$ cat src/rtl/spad_arbiter.sv
// Scratchpad access arbiter: N requesters share one scratchpad port, one transaction in flight.
// Define SPAD_ARB_RR_EN for round-robin arbitration; otherwise lowest index wins.
module spad_arbiter #(
  parameter int NUM_REQ = 3,
  parameter int ADDR_W  = 32,
  parameter int DATA_W  = 32
) (
  input  logic                      clk,
  input  logic                      n_rst,
  input  logic [NUM_REQ-1:0]        req_valid,
  input  logic [NUM_REQ-1:0]        req_write,
  input  logic [NUM_REQ*ADDR_W-1:0] req_addr,
  input  logic [NUM_REQ*DATA_W-1:0] req_wdata,
  output logic [NUM_REQ-1:0]        req_ready,
  output logic [NUM_REQ-1:0]        rsp_valid,
  output logic [DATA_W-1:0]         rsp_rdata,
  output logic                      sc_read_en,
  output logic                      sc_write_en,
  output logic [ADDR_W-1:0]         sc_addr,
  output logic [DATA_W-1:0]         sc_data_in,
  input  logic [DATA_W-1:0]         sc_data_out,
  input  logic                      sc_ready,
  output logic                      busy
);

  localparam int IDX_W = (NUM_REQ > 2) ? 2 : 1;

  typedef enum logic [1:0] {
    IDLE = 2'd0,
    BUSY = 2'd1,
    RESP = 2'd2
  } state_t;

  state_t               r_state;
  state_t               w_state_next;
  logic                 w_grant;
  logic                 w_any;
  logic [IDX_W-1:0]     w_win;
  logic [ADDR_W-1:0]    w_addr  [NUM_REQ];
  logic [DATA_W-1:0]    w_wdata [NUM_REQ];

  logic [IDX_W-1:0]     r_win;
  logic                 r_write;
  logic [ADDR_W-1:0]    r_addr;
  logic [DATA_W-1:0]    r_wdata;
  logic [DATA_W-1:0]    r_rdata;

  generate
    for (genvar gi = 0; gi < NUM_REQ; gi++) begin : g_unpack
      assign w_addr[gi]  = req_addr[gi*ADDR_W +: ADDR_W];
      assign w_wdata[gi] = req_wdata[gi*DATA_W +: DATA_W];
    end
  endgenerate

  assign w_any = |req_valid;

`ifdef SPAD_ARB_RR_EN
  logic [IDX_W-1:0] r_ptr;
  logic             w_found;

  // Search starts one past the last winner and wraps around.
  always_comb begin
    int c;
    c       = 0;
    w_win   = '0;
    w_found = 1'b0;
    for (int o = 1; o <= NUM_REQ; o++) begin
      c = int'(r_ptr) + o;
      if (c >= NUM_REQ) c = c - NUM_REQ;
      if (!w_found && req_valid[IDX_W'(c)]) begin
        w_found = 1'b1;
        w_win   = IDX_W'(c);
      end
    end
  end

  always_ff @(posedge clk or negedge n_rst) begin
    if (!n_rst) begin
      r_ptr <= IDX_W'(NUM_REQ - 1);
    end else if (w_grant) begin
      r_ptr <= w_win;
    end
  end
`else
  always_comb begin
    w_win = '0;
    for (int i = NUM_REQ - 1; i >= 0; i--) begin
      if (req_valid[i]) w_win = IDX_W'(i);
    end
  end
`endif

  always_ff @(posedge clk or negedge n_rst) begin
    if (!n_rst) begin
      r_state <= IDLE;
    end else begin
      r_state <= w_state_next;
    end
  end

  always_comb begin
    w_state_next = r_state;
    w_grant      = 1'b0;
    req_ready    = '0;
    rsp_valid    = '0;
    rsp_rdata    = '0;
    sc_read_en   = 1'b0;
    sc_write_en  = 1'b0;
    sc_addr      = '0;
    sc_data_in   = '0;
    busy         = 1'b0;
    case (r_state)
      IDLE: begin
        // Grant is suppressed while reset is held so req_ready reads zero immediately.
        if (w_any && n_rst) begin
          w_grant      = 1'b1;
          req_ready    = NUM_REQ'(1) << w_win;
          w_state_next = BUSY;
        end
      end
      BUSY: begin
        busy        = 1'b1;
        sc_addr     = r_addr;
        sc_data_in  = r_wdata;
        sc_read_en  = ~r_write;
        sc_write_en = r_write;
        if (sc_ready) w_state_next = RESP;
      end
      RESP: begin
        busy         = 1'b1;
        rsp_valid    = NUM_REQ'(1) << r_win;
        rsp_rdata    = r_rdata;
        w_state_next = IDLE;
      end
      default: begin
        w_state_next = IDLE;
      end
    endcase
  end

  always_ff @(posedge clk or negedge n_rst) begin
    if (!n_rst) begin
      r_win   <= '0;
      r_write <= 1'b0;
      r_addr  <= '0;
      r_wdata <= '0;
      r_rdata <= '0;
    end else begin
      if (w_grant) begin
        r_win   <= w_win;
        r_write <= req_write[w_win];
        r_addr  <= w_addr[w_win];
        r_wdata <= w_wdata[w_win];
      end
      // Writes keep the previous capture so rsp_rdata is stale but defined.
      if (r_state == BUSY && sc_ready && !r_write) begin
        r_rdata <= sc_data_out;
      end
    end
  end

endmodule

$ cat config.mk
export PLATFORM = sky130hd
export DESIGN_NAME = spad_arbiter
export DESIGN_NICKNAME = d
export VERILOG_FILES = /design/src/rtl/spad_arbiter.sv
export SDC_FILE = /design/constraint.sdc
export NUM_CORES = 1
export LEC_CHECK = 0
export CAP_MARGIN = 20
export CORE_AREA = 2 2 131 133
export DETAILED_ROUTE_END_ITERATION = 8
export DIE_AREA = 0 0 133 135
export PLACE_DENSITY = 0.8
export SETUP_SLACK_MARGIN = 0.5
export SYNTH_ARGS = -nofsm -noshare
export SYNTH_HDL_FRONTEND = slang
export SYNTH_SLANG_ARGS = --single-unit
export TNS_END_PERCENT = 100
$ cat constraint.sdc
create_clock -name clk -period 1.8 [get_ports clk]
set_input_delay 0.36 -clock clk [delete_from_list [all_inputs] [get_ports clk]]
set_output_delay 0.36 -clock clk [all_outputs]
set_load 0.02 [all_outputs]
==> flow_metrics.env, run 1 <==
export IMPL_dr_total_vias=7709
export IMPL_yosysTopAreaCell="dfrtp_1"
export IMPL_grt_pass1_wl_um=40600
export IMPL_cts_buffers=9
export IMPL_die_w_um=133
export IMPL_synth_area_top_cells="dfrtp_1 (39%), and2_1 (9.4%), o31ai_1 (7.7%)"
export IMPL_synth_top_area_share_pct=39.1
export IMPL_synth_top_flop_cell="dfrtp_1"
export IMPL_place_gp_congestion=0.828
export IMPL_totalPowerFinal_uw=18000
export IMPL_start_util_pct=39.4
export IMPL_fin_crit_sh_pct=118
export IMPL_rsz0062_at_grt="true"
export IMPL_hold_slack_ns=0.0679
export IMPL_yosysSeqAreaShare_pct=39.1
export IMPL_leakage_uw=0.00555
export IMPL_setup_worst_path_end_class="output port"
export IMPL_port_buffers=337
export IMPL_p_per_area_nw_per_um2=1350
export IMPL_viasPerCell=5.89
export IMPL_htree_levels=3
export IMPL_critPathRequiredTime_ns=1.44
export IMPL_hold_viol_final=0
export IMPL_peakVddDrop_uv=786
export IMPL_core_um2=16400
export IMPL_grt_max_degree=105
export IMPL_worst_setup_path_start_kind="flop"
export IMPL_final_min_clock_period_ns=2.12
export IMPL_cts_hold_buf=0
export IMPL_dp_slack_ns=-0.367
export IMPL_tritoncts="done"
export IMPL_status="finished, violations left"
export IMPL_synth_avg_cell_area_um2=9.00
export IMPL_worstSetupPathType="reg2out"
export IMPL_syn_to_final_growth_pct=106
export IMPL_path_max_fanout=2
export IMPL_synth_edf_count=0
export IMPL_dp_cells=1235
export IMPL_synthArstFlopShare_pct=100
export IMPL_fillers=939
export IMPL_wl_per_cell_um=25.1
export IMPL_clk_latency_ns=0.36
export IMPL_hp_class="in2async"
export IMPL_setup_viol=138
export IMPL_ys_seq_elements=101
export IMPL_reg2regPathDepth=9
export IMPL_endpoint="req_ready[2]"
export IMPL_clock_skew_ns=0.00653
export IMPL_dp_hpwl_um=16500
export IMPL_drt_iter0_markers=389
export IMPL_violations="setup timing"
export IMPL_fin_ws_ns=-0.317
export IMPL_ios=338
export IMPL_clk_path_buf_depth=2
export IMPL_drive_above_1_share_pct=50.8
export IMPL_layout_nets=1319
export IMPL_timing_fmax_mhz=472
export IMPL_overflow=0
export IMPL_maxCapViolCount=0
export IMPL_synth_cells=719
export IMPL_clock_root_buffer="clkbuf_16"
export IMPL_rrSetupSlack_ns=-0.26
export IMPL_rows=47
export IMPL_wirelength_um=32800
export IMPL_die_h_um=135
export IMPL_grt_usage_pct=29.3
export IMPL_antenna_found_initial=2
export IMPL_yosysWarnings=0
export IMPL_critPathArrivalTime_ns=1.76
export IMPL_regArea_um2=2530
export IMPL_crit_start="r_state[0]"
export IMPL_numClockSinks=101
export IMPL_max_slew_worst_pin_slew_ns=0.580
export IMPL_clkTransAtPathRegs_ns=0.08
export IMPL_drt_antenna_violating_nets=0
export IMPL_relSlewSlack_pct=61.3
export IMPL_drc_errors=0
export IMPL_r2r_end="r_rdata[18]"
export IMPL_r2r_start="r_state[0]"
export IMPL_finalNonFillerCells=1308
export IMPL_die_area_um2=18000
export IMPL_grt_pass1_vias=7165
export IMPL_maxSlewViolCount=0
export IMPL_fin_util_pct=81.1
export IMPL_multi_input_area_um2=5140
export IMPL_synthesis_nets=956
export IMPL_synth_area_um2=6470
export IMPL_dr_pass1_iters=5
export IMPL_yosysUniqueCellTypes=29
worst min-delay path by stage:
stage               slack [ns]        start     endpoint  cells past startpoint
floorplan                 0.06        n_rst    r_addr[0]                      0
global placement          0.45   r_wdata[5]   r_wdata[5]                      2
detailed placement        0.46  r_wdata[14]  r_wdata[14]                      2
CTS                       0.07        n_rst   r_addr[21]                      2
global route              0.10        n_rst   r_addr[14]                      2
finish                    0.07        n_rst   r_state[1]                      2
repair_timing:
item                       CTS  global route
gates cloned                12            25
setup buffers                8            11
pin swaps                    3            93
setup endpoints to repair  264           264
resized for setup          603           344
cell usage after synthesis (all sizes together), types with 3 or more instances:
| cell type | number |
|---|---|
| or3b | 65 |
| nand2 | 67 |
| mux2 | 33 |
| or2 | 65 |
| dfrtp | 101 |
| buf | 34 |
| ha | 4 |
| inv | 4 |
| and2 | 97 |
| clkbuf | 37 |
| o22ai | 65 |
| a21oi | 65 |
| nor2b | 3 |
| o31ai | 66 |
flip-flops by register name, indices dropped and copies added, names as in the netlist:
signal,flops
r_rdata,32
r_wdata,32
r_write,1
r_win,2
r_addr,32
r_state,2
where the power goes:
part | internal (µW) | switching, µW | total (µW) | leakage [µW]
logic | 6440 | 4990 | 11400 | 0.00416
registers | 3390 | 1070 | 4460 | 0.00123
clock network | 1150 | 991 | 2140 | 0.000155
total | 11000 | 7050 | 18000 | 0.00555
through the flow:
stage,setup TNS [ns],instance area (µm²)
2_1_floorplan,0,6740
3_3_place_gp,-40.81,10300
3_5_place_dp,-44.41,10300
4_1_cts,-22.82,11100
5_1_grt,-32.51,13300
6_report,-27.95,13300
kinds of logic after synthesis:
family	synth area share, %
and+or+nand+nor	29.4
DFF	39.1
muxes	5.74
AOI/OAI and AO/OA	19.8
adders and majority gates	0.773
buffers and inverters	5.18
per-layer routing:
metal / share of wire (%) / global-route usage (%)
met4: 4.8 / 12.0
met2: 52 / 52.8
met5: 0.046 / 0
met1: 36 / 33.9
met3: 7.1 / 6.04
layout by cell type, fill, tap and decap left out, drive strengths merged, types with 2 or more instances in the layout:
master	Yosys	layout
or3b	65	65
clkbuf	37	32
ha	4	4
o31ai	66	66
o22ai	65	65
clkdlybuf4s50	0	228
a21oi	65	65
buf	34	173
nor2	2	2
or2	65	65
nand2	67	67
nor2b	3	3
inv	4	9
dfrtp	101	101
mux2	33	33
and2	97	97
a21o	2	2
critical path, stage by stage (launching register included):
cell	delay (ns)
dfrtp_1	0.41
inv_2	0.11
ha_4	0.16
o311ai_4	0.10
nor4b_4	0.41
buf_4	0.22
layout make-up:
| cell class | instances | area share [%] |
|---|---|---|
| clock buffers | 10 | 1.80 |
| clock inverters | 6 | 0.555 |
| diodes | 1 | 0.0188 |
| inverters | 4 | 0.113 |
| repair buffers | 423 | 37.8 |
| well taps | 220 | 2.07 |
| multi-input cells | 543 | 38.6 |
| flip-flops and latches | 101 | 19.0 |
Power figures use the tool's default switching activity.
==> inputs of run 2 (changes only) <==
CORE_AREA = unset   (was 2 2 131 133)
CORE_MARGIN = 4   (was unset)
CORE_UTILIZATION = 40   (was unset)
DIE_AREA = unset   (was 0 0 133 135)
PLACE_DENSITY = 0.81   (was 0.8)
==> run 2 against run 1 <==
  * The flow still finishes with violations (setup timing)
  * Combinational power down 25%
  * Clock power shrank 2%
  * Sequential share of layout area is 2.8 points higher
  * Via count down 7.1%
  * Final cell count fell by 2.2%
  * First-iteration DRC count is 5.9% lower
  * Utilization decreased by 8.0 points
  * Count of clock-buffer cells in the layout unchanged
  * Global-route usage decreased by 3.8 points
  * Sequential power decreased by 6.7%
  * Critical path type unchanged
  * Largest cell class is now buffers
  * Largest power group unchanged
  * Highest routed layer unchanged
==> flow_metrics.env, run 2 (synthesized netlist as in run 1, its figures left out) <==
export IMPL_grt_pass1_wl_um=36500
export IMPL_hold_viol_final=0
export IMPL_cts_hold_buf=0
export IMPL_syn_to_final_growth_pct=79.6
export IMPL_final_cell_mix="clkdlybuf4s50_1 (228), buf_6 (105), dfrtp_1 (101)"
export IMPL_die_w_um=135
export IMPL_viasPerCell=5.60
export IMPL_timing_fmax_mhz=484
export IMPL_grt_pass1_vias=6604
export IMPL_clkTransAtPathRegs_ns=0.07
export IMPL_port_buffers=337
export IMPL_wirelength_um=28900
export IMPL_tritoncts="done"
export IMPL_maxSlewViolCount=0
export IMPL_drive_above_1_share_pct=40.2
export IMPL_ios=338
export IMPL_rows=46
export IMPL_worstSetupPathType="reg2out"
export IMPL_critPathRequiredTime_ns=1.44
export IMPL_clk_latency_ns=0.36
export IMPL_dp_hpwl_um=17300
export IMPL_finalNonFillerCells=1279
export IMPL_die_h_um=135
export IMPL_dp_cells=1234
export IMPL_rsz0062_at_grt="true"
export IMPL_overflow=0
export IMPL_cts_buffers=9
export IMPL_numClockSinks=101
export IMPL_layout_commonest_cell="clkdlybuf4s50_1"
export IMPL_drt_antenna_violating_nets=0
export IMPL_dr_total_vias=7163
export IMPL_drt_iter0_markers=366
export IMPL_p_per_area_nw_per_um2=1270
export IMPL_max_slew_worst_pin_slew_ns=0.664
export IMPL_n_antenna_cell=0
export IMPL_clock_skew_ns=0.0136
export IMPL_wl_per_cell_um=22.6
export IMPL_fin_util_pct=73.2
export IMPL_layout_nets=1295
export IMPL_dr_pass1_iters=5
export IMPL_reg2regPathDepth=9
export IMPL_final_min_clock_period_ns=2.07
export IMPL_violations="setup timing"
export IMPL_path_max_fanout=3
export IMPL_fin_ws_ns=-0.267
export IMPL_critPathArrivalTime_ns=1.71
export IMPL_relSlewSlack_pct=55.7
export IMPL_hold_slack_ns=0.174
export IMPL_place_gp_congestion=0.822
export IMPL_htree_levels=3
export IMPL_clk_path_buf_depth=2
export IMPL_antenna_found_initial=2
export IMPL_worst_setup_path_start_kind="flop"
export IMPL_status="finished, violations left"
export IMPL_fin_crit_sh_pct=115
export IMPL_die_area_um2=18300
export IMPL_grt_max_degree=133
export IMPL_maxCapViolCount=0
export IMPL_grt_usage_pct=25.4
export IMPL_setup_worst_path_end_class="output port"
export IMPL_leakage_uw=0.00498
export IMPL_peakVddDrop_uv=709
export IMPL_start_util_pct=40.7
export IMPL_clock_root_buffer="clkbuf_16"
export IMPL_setup_viol=137
export IMPL_reg_top3="r_addr: 32 flops, r_rdata: 32 flops, r_wdata: 32 flops"
export IMPL_totalPowerFinal_uw=14800
export IMPL_core_um2=15900
export IMPL_place_area_um2=10400
export IMPL_hp_class="in2async"
export IMPL_stdcell_area_um2=11600
export IMPL_drc_errors=0
==> run 2: per-layer routing <==
layer	up-vias	wire, µm	GRT usage (%)
met5	-	32	0
met4	4	659	7.73
met3	54	2750	6.35
met2	378	14800	45.0
met1	3494	10700	30.4
li1	3233	-	-
==> run 2: critical path, cell delays in order (launching register included) <==
cell	delay, ns
dfrtp_1	0.40
inv_2	0.11
ha_4	0.16
o311ai_4	0.11
nor4b_4	0.37
buf_4	0.21
==> run 2: path summary, 6_finish.rpt <==
check                      slack (ns)           end       start
max                             -0.27  req_ready[2]  r_state[1]
min                              0.17   r_wdata[18]       n_rst
max reg2reg                     -0.17   r_rdata[19]  r_state[0]
min reg2reg                      0.48    r_addr[10]  r_addr[10]
max in group asynchronous        0.58    r_addr[17]       n_rst
min in group clk                 0.48    r_addr[10]  r_addr[10]
==> run 2: through the flow <==
step | setup slack (ns) | setup TNS [ns]
after global placement | -0.293 | -28.06
after floorplan | 0.222 | 0
final | -0.267 | -22.86
after global routing | -0.322 | -29.12
after detailed placement | -0.325 | -31.62
after CTS | -0.247 | -21.52
==> run 2: area by class of cell <==
class	instances	area (µm²)
Clock inverter	6	76.3
Fill cell	1171	4260
Sequential cell	101	2530
Inverter	4	15.0
Clock buffer	10	239
Multi-Input combinational cell	543	4110
Timing Repair Buffer	399	4390
Tap cell	216	270
==> run 2: report_power, final <==
group	switching (µW)	internal, µW	total, µW
sequential	776	3390	4160
clock	952	1140	2090
combinational	3780	4760	8540
total	5510	9290	14800
==> run 2: what timing repair did <==
| action | 4_1_cts | 5_1_grt |
|---|---|---|
| gates cloned | 3 | 15 |
| setup buffers | 4 | 7 |
| pin swaps | 2 | 24 |
| resized for setup | 521 | 172 |
| endpoints found under the setup margin | 206 | 255 |
==> inputs of run 3 (changes only) <==
SLEW_MARGIN = 30   (was unset)
==> results of run 3 <==
The final DEF is identical to that of run 2; final timing and power are the same.
==> RTL edit 1 (flow settings as in run 2) <==
The 3 states of `state_t` get a one-hot encoding in 3 bits.
--- a/src/rtl/spad_arbiter.sv
+++ b/src/rtl/spad_arbiter.sv
@@ -26,8 +26,8 @@
   localparam int IDX_W = (NUM_REQ > 2) ? 2 : 1;
 
-  typedef enum logic [1:0] {
-    IDLE = 2'd0,
-    BUSY = 2'd1,
-    RESP = 2'd2
+  typedef enum logic [2:0] {
+    IDLE = 3'b001,
+    BUSY = 3'b010,
+    RESP = 3'b100
   } state_t;
 
Check against the original RTL: same outputs for any inputs over 10 cycles, from zero or initial values and one cycle with n_rst low; not proved beyond that.
==> RTL edit 1 against run 2 <==
  * The run still ends with negative setup slack left
  * Design area is 7.8% higher
  * Register-to-register slack got worse by 210 ps
  * Via count up 4.0%
  * Sequential power rose by 4%
  * Total power shrank 7.8%
  * Hold slack lost 53 ps
  * Area after synthesis down 0.66%
  * Sequential cell count up 1
  * Sequential share of layout area is 1.4 points lower
  * Routed wire length grew 8.3%
  * Global-route usage is 3.5 points higher
  * Setup slack worse by 120 ps
  * Critical path type is now reg -> reg
  * Largest power group unchanged
==> RTL edit 1: results (changes against run 2) <==
viasPerCell: 5.76  # +2.9%
core_um2: 15800  # -0.36%
synth-adder-area-share: 0  # -0.00773
slowest_delay_ps: 630  # +230 ps
fin_ws_ps: -385  # -117 ps
cp_max_fo: 18  # +15
synthTopCellsByArea: "dfrtp_1, or3b_2, o31ai_1"
grt_pass1_wl_mm: 40.8  # +12%
yosysUniqueCellTypes: 30  # +3.4%
status: "finished with violations"
multi_input_gates: 544  # +0.18%
first_iter_violations: 503  # +37%
vdd_drop_max_mv: 0.652  # -8.1%
post-cts-setup-buffer-count: 17  # +13
finalSetupViolCount: 204  # +49%
synth_compound_area_frac: 0.188  # -0.0102
synth_seq_area_share: 0.397  # +0.00667
slew-limit-headroom: 0.624  # +0.0663
p_leak_uw: 0.00513  # +3.0%
yosys-top-cells-count: "dfrtp_1, nor2_1, and2_1"
gp_congestion: 0.817  # -0.72%
finClkSkew_ps: 12.6  # -1.01 ps
cpMaxStageDelayCell: "dfstp_2"
n_antenna_cell: 2  # +2
grt_max_degree: 60  # -55%
vias: 7453  # +4.0%
p_per_area_nw_per_um2: 1090  # -14%
sh_seq_area: 0.204  # -0.0135
avgRoutedWirePerCell_um: 24.2  # +7.1%
pre_cts_ws_ps: -386  # -60.9 ps
cpLargestDelayFamily: "buffers and inverters"
drive_gt1_frac: 0.435  # +0.0337
violations: "negative setup slack"
cts.sinks: 102  # +0.99%
place_area_um2: 10400  # about the same
clock_area_frac: 0.0238  # -0.00337
==> RTL edit 1: cell count changes in the layout (fill, tap and decap cells not counted), sizes merged, moves of 11 or more <==
cell / change
nor2: +68
o21ai: +66
nand2: -65
o22ai: -65
nand2b: +64
or2: -63
and3: +31
and2: -30
buf: +11
==> RTL edit 1: power by group through the flow <==
stage	Clock, µW	Sequential [µW]	Combinational, µW
CTS	2050	4140	4910
finish	2050	4340	7250
global placement	0	4140	3970
floorplan	0	3820	2660
global route	2160	4410	7610
detailed placement	0	4140	4090
==> RTL edit 1: per-layer routing <==
layer | global-route usage | vias up | part of all wire | wire (µm)
met5 | 0 | - | 0 | 0
met4 | 0.125 | 0 | 0.047 | 1490
met3 | 0.0738 | 102 | 0.081 | 2550
met2 | 0.500 | 411 | 0.50 | 15500
met1 | 0.340 | 3702 | 0.38 | 11800
li1 | - | 3238 | - | -
==> RTL edit 1: final timing paths <==
kind,start,to,slack [ps],depth (start not counted)
worst max-delay path,r_state[0]$_DFFE_PN1P_,r_wdata[29]$_DFFE_PN0P_,-380,7
max in group asynchronous,n_rst,r_state[0]$_DFFE_PN1P_,810,3
worst min register to register,r_rdata[6]$_DFFE_PN0P_,r_rdata[6]$_DFFE_PN0P_,510,1
worst max register to register,r_state[0]$_DFFE_PN1P_,r_wdata[29]$_DFFE_PN0P_,-380,7
worst min-delay path,n_rst,r_rdata[13]$_DFFE_PN0P_,120,2
min in group clk,req_valid[2],r_win[1]$_DFFE_PN0P_,500,4
==> RTL edit 1: stage by stage <==
step	hold slack, ps	setup TNS, ps
after detailed placement	489	-41340
final	121	-42070
after global placement	481	-34060
after global routing	159	-52220
after floorplan	64.4	0
after CTS	240	-35570
==> RTL edit 2 (config.mk and constraints of run 2) <==
Made on the original files. The option `SPAD_ARB_RR_EN` is turned on by a define.
--- a/src/rtl/spad_arbiter.sv
+++ b/src/rtl/spad_arbiter.sv
@@ -1,4 +1,6 @@
 // Scratchpad access arbiter: N requesters share one scratchpad port, one transaction in flight.
 // Define SPAD_ARB_RR_EN for round-robin arbitration; otherwise lowest index wins.
+`define SPAD_ARB_RR_EN
+
 module spad_arbiter #(
   parameter int NUM_REQ = 3,
Formal check against the unedited RTL: not equivalent (a bounded check fails within 4 cycles, from zero or initial values and one cycle with n_rst low).
==> RTL edit 2 against run 2 <==
  * The flow still finishes with violations (negative setup slack)
  * Count of clock-buffer cells in the layout increased by 1
  * Area after synthesis decreased by 13%
  * Routed wire length increased by 3.0%
  * Sequential share of layout area decreased by 0.97 points
  * Non-clock buffer count increased by 85
  * Sequential cell count increased by 1
  * Design area increased by 5.7%
  * Setup slack got worse by 790 ps
  * First-iteration DRC count increased by 13%
  * Register-to-register slack got worse by 880 ps
  * Critical endpoint is now req_ready[1]
Power is not compared: it rests on default switching activity, and its combinational part moved more than twofold at a synthesized area within 25%.
==> RTL edit 2: results (changes against run 2) <==
n_antenna_cell: 0  # unchanged
gr-usage-all-layers: 0.312  # +0.0584
cp_max_fo: 7  # +4
wl_met1_mm: 10.3  # -3.4%
cpMaxStageDelayCell: "dfstp_2"
slew-limit-headroom: 0.574  # +0.0164
synth_seq_area_share: 0.454  # +0.0635
cts_buffer_depth: 2  # unchanged
postSynth.asyncResetShare: 1.00  # unchanged
grt_use_met1: 0.346  # +0.0420
status: "finished with violations"
synthTopCellsByArea: "dfrtp_1, mux2i_1, and2_1"
grt_pass1_vias: 6960  # +5.4%
routed-wl-met2_mm: 15.2  # +2.8%
fin_ws_ps: -1060  # -788 ps
finClkSkew_ps: 10.5  # -3.04 ps
vias: 6783  # -5.3%
place_hpwl_mm: 15.5  # -11%
first_iter_violations: 415  # +13%
cts-buffers-inserted: 9  # unchanged
violations: "negative setup slack"
grt_use_met3: 0.0703  # +0.00679
finalSetupViolCount: 206  # +50%
grt_max_degree: 67  # -50%
syn_nets: 773  # -19%
n_fill_cell: 543  # -54%
drive_gt1_frac: 0.475  # +0.0730
wl_met3_mm: 2.57  # -6.6%
highest_layer: "met4"
avgRoutedWirePerCell_um: 25.5  # +13%
gp_congestion: 0.920  # +12%
slowest_delay_ps: 550  # +150 ps
reg_top3: "r_addr: 32 flops, r_rdata: 32 flops, r_wdata: 32 flops"
pre_cts_ws_ps: -1000  # -676 ps
nets: 1224  # -5.5%
yosysUniqueCellTypes: 33  # +14%
grt_antenna_before_repair: 0  # -2
grt_pass1_wl_mm: 39.2  # +7.4%
yosys-top-cells-count: "dfrtp_1, and2_1, mux2i_1"
RTL edit 2: cell count changes after synthesis, moves of 5 or more:
| cell | before | now |
|---|---|---|
| mux2i_1 | 0 | 67 |
| o31ai_1 | 66 | 1 |
| o22ai_1 | 65 | 2 |
| or2_2 | 65 | 0 |
| buf_2 | 26 | 6 |
| or3b_2 | 12 | 0 |
| o21ai_1 | 0 | 65 |
| inv_1 | 4 | 9 |
| nand2_1 | 67 | 5 |
| clkbuf_1 | 35 | 28 |
| a22oi_1 | 0 | 66 |
| buf_6 | 0 | 5 |
| or3b_1 | 53 | 1 |
| a21oi_1 | 65 | 4 |
RTL edit 2: layout make-up:
class                   instances  area share
flip-flops and latches        102       0.208
clock buffers                  11      0.0198
repair buffers                484       0.457
well taps                     180      0.0183
inverters                       9     0.00275
clock inverters                 5     0.00662
multi-input cells             377       0.288
RTL edit 2: metrics by stage:
stage	power [µW]	std cells	TNS, ps	instance area [µm²]
floorplan	10900	532	-35390	6090
global placement	14300	1053	-76780	9830
finish	24300	1168	-123690	12300
detailed placement	14600	1053	-85070	9830
global route	25100	1168	-131900	12300
CTS	21500	1147	-96170	11700
RTL edit 2: logic make-up after synthesis:
kind of cell / Yosys count / share of synthesized area
AO/OA/AOI/OAI: 151 / 0.170
adder cells (fa/ha/maj): 8 / 0.0178
flip-flops: 102 / 0.454
multiplexers: 100 / 0.185
buffers and inverters: 53 / 0.0440
AND/OR/NAND/NOR: 118 / 0.128
RTL edit 2: worst reg2reg max path: stages, from the launching register on:
cell	delay (ps)
dfstp_2	550
inv_2	60
ha_4	240
or3b_4	400
o21a_1	140
buf_4	140
a22oi_2	220
buf_6	140
buf_4	110
buf_12	130
buf_6	110
buf_12	130
mux2i_1	240
o21ai_1	110
RTL edit 2: repair_timing:
action	in CTS	in global routing
pin swaps	13	15
buffers inserted	59	20
resized for setup	699	101
setup endpoints to repair	273	207
endpoints found under the hold margin	0	0
gates cloned	19	1
RTL edit 2: final timing paths:
kind | start | to | depth (start not counted) | slack [ps]
worst max-delay path | r_ptr[1]$_DFFE_PN1P_ | req_ready[1] | 9 | -1060
worst min-delay path | n_rst | r_wdata[24]$_DFFE_PN0P_ | 2 | 80
min in group clk | r_rdata[15]$_DFFE_PN0P_ | r_rdata[15]$_DFFE_PN0P_ | 1 | 510
worst min register to register | r_rdata[15]$_DFFE_PN0P_ | r_rdata[15]$_DFFE_PN0P_ | 1 | 510
worst max register to register | r_ptr[1]$_DFFE_PN1P_ | r_wdata[27]$_DFFE_PN0P_ | 13 | -1050
max in group asynchronous | n_rst | r_rdata[24]$_DFFE_PN0P_ | 3 | 720
RTL edit 2: power by group:
group          internal [µW]  switching (µW)
Clock                   1260             945
Sequential              3450             838
Combinational          10400            7380
Total                  15100            9170
